--- src/rtl/tft_spi.sv ---
// Byte-level SPI mode-0 transmitter for the TFT panel: captures one command/data
// byte per request and shifts it out MSB first with chip-select and D/C.
module tft_spi #(
   parameter int CLK_DIV = 2
) (
   input  logic       clk,
   input  logic       rst,
   input  logic       tft_transmit,
   input  logic       tft_dc,
   input  logic [7:0] tft_data,
   output logic       tft_busy,
   output logic       spi_sck,
   output logic       spi_mosi,
   output logic       spi_cs,
   output logic       spi_dc
);

   localparam logic [7:0] DIV_LAST = 8'(CLK_DIV - 1);

   typedef enum logic [1:0] {IDLE, SHIFT, HOLD} state_t;

   state_t     state, state_nxt;
   logic [7:0] shreg, shreg_nxt;
   logic [2:0] bit_cnt, bit_cnt_nxt;
   logic [7:0] div, div_nxt;
   logic       sck_nxt, cs_nxt, dc_nxt;
   logic       phase_end;

   assign phase_end = (div == DIV_LAST);
   // MOSI is the shift register MSB; the last fall skips the shift so d[0] is held.
   assign spi_mosi  = shreg[7];

   always_ff @(posedge clk or negedge rst) begin
      if (!rst) begin
         state   <= IDLE;
         shreg   <= 8'd0;
         bit_cnt <= 3'd0;
         div     <= 8'd0;
         spi_sck <= 1'b0;
         spi_cs  <= 1'b1;
         spi_dc  <= 1'b0;
      end else begin
         state   <= state_nxt;
         shreg   <= shreg_nxt;
         bit_cnt <= bit_cnt_nxt;
         div     <= div_nxt;
         spi_sck <= sck_nxt;
         spi_cs  <= cs_nxt;
         spi_dc  <= dc_nxt;
      end
   end

   always_comb begin
      state_nxt = state;
      case (state)
         IDLE:    if (tft_transmit) state_nxt = SHIFT;
         SHIFT:   if (phase_end && spi_sck && (bit_cnt == 3'd7)) state_nxt = HOLD;
         HOLD:    if (phase_end) state_nxt = IDLE;
         default: state_nxt = IDLE;
      endcase
   end

   always_comb begin
      tft_busy    = (state != IDLE) | tft_transmit;
      shreg_nxt   = shreg;
      bit_cnt_nxt = bit_cnt;
      div_nxt     = div;
      sck_nxt     = spi_sck;
      cs_nxt      = spi_cs;
      dc_nxt      = spi_dc;
      case (state)
         IDLE: begin
            if (tft_transmit) begin
               shreg_nxt   = tft_data;
               dc_nxt      = tft_dc;
               cs_nxt      = 1'b0;
               sck_nxt     = 1'b0;
               bit_cnt_nxt = 3'd0;
               div_nxt     = 8'd0;
            end
         end
         SHIFT: begin
            if (phase_end) begin
               div_nxt = 8'd0;
               if (!spi_sck) begin
                  sck_nxt = 1'b1;
               end else begin
                  sck_nxt     = 1'b0;
                  bit_cnt_nxt = bit_cnt + 3'd1;
                  if (bit_cnt != 3'd7) shreg_nxt = {shreg[6:0], 1'b0};
               end
            end else begin
               div_nxt = div + 8'd1;
            end
         end
         HOLD: begin
            if (phase_end) begin
               div_nxt = 8'd0;
               cs_nxt  = 1'b1;
            end else begin
               div_nxt = div + 8'd1;
            end
         end
         default: begin
            cs_nxt  = 1'b1;
            sck_nxt = 1'b0;
         end
      endcase
   end

endmodule

--- config.mk ---
export PLATFORM = sky130hd
export DESIGN_NAME = tft_spi
export DESIGN_NICKNAME = d
export VERILOG_FILES = /design/src/rtl/tft_spi.sv
export SDC_FILE = /design/constraint.sdc
export NUM_CORES = 1
export LEC_CHECK = 0
export ABC_AREA = 0
export CAP_MARGIN = 20
export CORE_ASPECT_RATIO = 1.25
export CORE_MARGIN = 4
export CORE_UTILIZATION = 52
export CTS_BUF_LIST = sky130_fd_sc_hd__clkbuf_2
export DETAILED_ROUTE_END_ITERATION = 7
export GPL_ROUTABILITY_DRIVEN = 0
export GPL_TIMING_DRIVEN = 0
export PLACE_DENSITY_LB_ADDON = 0.2
export SETUP_SLACK_MARGIN = 0.1
export SLEW_MARGIN = 5
export SYNTH_ARGS = -nofsm -noshare
export SYNTH_HDL_FRONTEND = slang
export SYNTH_SLANG_ARGS = --single-unit
--- constraint.sdc ---
create_clock -name clk -period 1.54 [get_ports clk]
set_input_delay 0.308 -clock clk [delete_from_list [all_inputs] [get_ports clk]]
set_output_delay 0.308 -clock clk [all_outputs]
set_load 0.02 [all_outputs]
==> flow_summary.ini <==
[outcome]
status = complete, but fails checks
violations = setup timing

[grt]
first_global_vias = 1261
grt_overflow_total = 0
grt_pass1_wl_mm = 5.851
grt_use_total = 0.2188
grt_max_degree = 25
antenna_found_initial = 0

[clock_tree]
cts_sinks = 24
clk-insertion-delay-late_ps = 340
cts_buffers = 3
ctsHoldBuffers = 0
htree_levels = 1
clockBufferDepth = 2
cts_root_buf = clkbuf_2
cts_tree = built
clk_pin_slew_worst_paths_ps = 240

[sta]
finalHoldViolations = 0
min_period_ps = 1832
fin_crit_sh = 1.189
max_freq_mhz = 546.0
fin_worst_skew_ps = 9.910
maxSlewHeadroom = 0.7791
setup_viol = 24
worst_pin_slew_ps = 331.3
drv_slew = 0
finalWorstSetupSlack_ps = -291.7
hold_slack_ps = 181.6
grt_setup_unrepaired = yes
tns_ps = -4538

[synthesis]
yosysSeqAreaShare = 0.4264
synth_edf_count = 0
syn_nets = 152
yosysTopAreaCell = dfrtp_1
postSynthCellCount = 132
async_flop_share = 1.000
yosys_warnings = 0
avgSynthCellArea_um2 = 10.69
ys_types = 37
netlist_top_cells_area = dfrtp_1 41%, ha_1 7.1%, mux2i_1 5.7%, mux2_2 3.2%, nand2_1 3.2%
synth_seq_cells = 24
synth_flop_cell = dfrtp_1
synth_area_um2 = 1411
synth_top_area_share = 0.4078

[placement]
hpwl_mm = 2.031
dp_cells = 181
dpl_cell_area_um2 = 1637
port_buffers = 16
pre_cts_ws_ps = -500.4

[cells_and_area]
design_area_um2 = 2082
stdcell_count = 214
fill_cells = 127
final_common_cell = dfrtp_1
final_cell_mix = 22 x dfrtp_1, 20 x buf_4, 11 x clkdlybuf4s50_1
ff_latch_area_um2 = 603.1
drive_gt1_frac = 0.4696
layout.nets = 202
multi_input_area_um2 = 905.9
syn_to_final_growth_pct = 47.52
antenna_cells = 0
final_util = 0.8320

[hold_path]
hold_path_class = in -> async

[run]
max_cap_violations = 0

[critical_path]
crit_path_start_kind = register
r2r_cells = 9
endpoint_kind = output port
cpPeakStageDelay_ps = 460
critPathMaxFanout = 3
cp.required_ps = 1230
critPathLaunch = state[1]
r2r_slack_ps = -280
cpMaxStageDelayCell = dfrtp_1
arrival_ps = 1520
crit_buf_inv = 5
crit_family = buffers and inverters
crit_chain = inv_2 -> ha_4 -> buf_6 -> nor2b_4 -> buf_6 -> inv_6 -> buf_6
crit_top_cell = buf_6
regToRegEndpoint = state[1]
r2r_start = state[1]
critPathKind = reg -> out

[pwr]
irDropWorstVdd_mv = 1.337
power_mw = 4.403
power.density_nw_per_um2 = 2115
leakage_nw = 0.9046

[detailed_routing]
drt-total-wl_mm = 4.153
wl_per_cell_um = 19.41
dr.pass1.iters = 4
remaining_drc_errors = 0
antenna_left = 0
vias = 1291
vias_per_cell = 6.033
drt_iter0_drc = 49

[die]
initial_utilization = 0.5640
core_area_um2 = 2502
die_x_um = 54.60
die-area_um2 = 3617
io_pins = 17
die_y_um = 66.25
num_rows = 20
[synthesized netlist by cell type (4+ instances only)]
cell     count
a21oi_1      4
a21oi_2      5
a31oi_1      6
dfrtp_1     23
ha_1         8
inv_1        6
mux2_2       4
mux2i_1      8
nand2_1     12
nand3_1      5
nand4_1      4
nor2_1       7
nor3_1       4
o21ai_0      5
[worst max-delay path by stage]
stage                to  slack [ps]  cells past startpoint
2_1_floorplan  shreg[7]        -110                      9
3_5_place_dp   tft_busy        -500                      5
5_1_grt        tft_busy        -380                      7
6_report       tft_busy        -290                      7
4_1_cts        tft_busy        -250                      7
3_3_place_gp   tft_busy        -500                      5
[what timing repair did]
action,CTS,global route
endpoints found under the setup margin,28,28
cloned,1,0
gates resized for setup,45,23
setup buffers,24,4
pin swaps,18,15
[layer usage]
layer,global-route usage,up-vias,part of all wire
li1,-,575,-
met1,0.2714,642,0.38
met2,0.3831,64,0.55
met3,0.02935,10,0.050
met4,0.05607,0,0.020
met5,0,-,0
[final cells by class]
cell class	count	share of cell area
buffer	6	0.03726
clock buffer	3	0.007212
clock inverter	1	0.001803
inverter	7	0.01502
multi-input combinational	95	0.4351
sequential	24	0.2897
tap	33	0.01983
timing repair buffer	45	0.1941
[registers in the layout, summed over array words and instances (netlist names)]
signal / cells
bit_cnt: 3
div: 8
shreg: 8
spi_cs: 1
spi_dc: 1
spi_sck: 1
state: 2
[kinds of logic (layout without fill, tap and decap cells)]
family,after synthesis,after routing,share of synthesized area
buffers and inverters,13,62,0.05585
DFF,24,24,0.4264
muxes,13,13,0.09929
AOI/OAI and AO/OA,30,30,0.1684
adders and majority gates,8,8,0.07092
xor gates and xnor gates,6,6,0.03724
and+or+nand+nor,38,38,0.1418
[where the power goes]
| part | internal (mW) | switching [mW] | total [mW] |
|---|---|---|---|
| combinational | 1.55 | 1.50 | 3.05 |
| sequential | 0.876 | 0.217 | 1.09 |
| clock | 0.0564 | 0.200 | 0.257 |
| total | 2.48 | 1.92 | 4.40 |
Note: power is estimated with default switching activity, not from simulation.
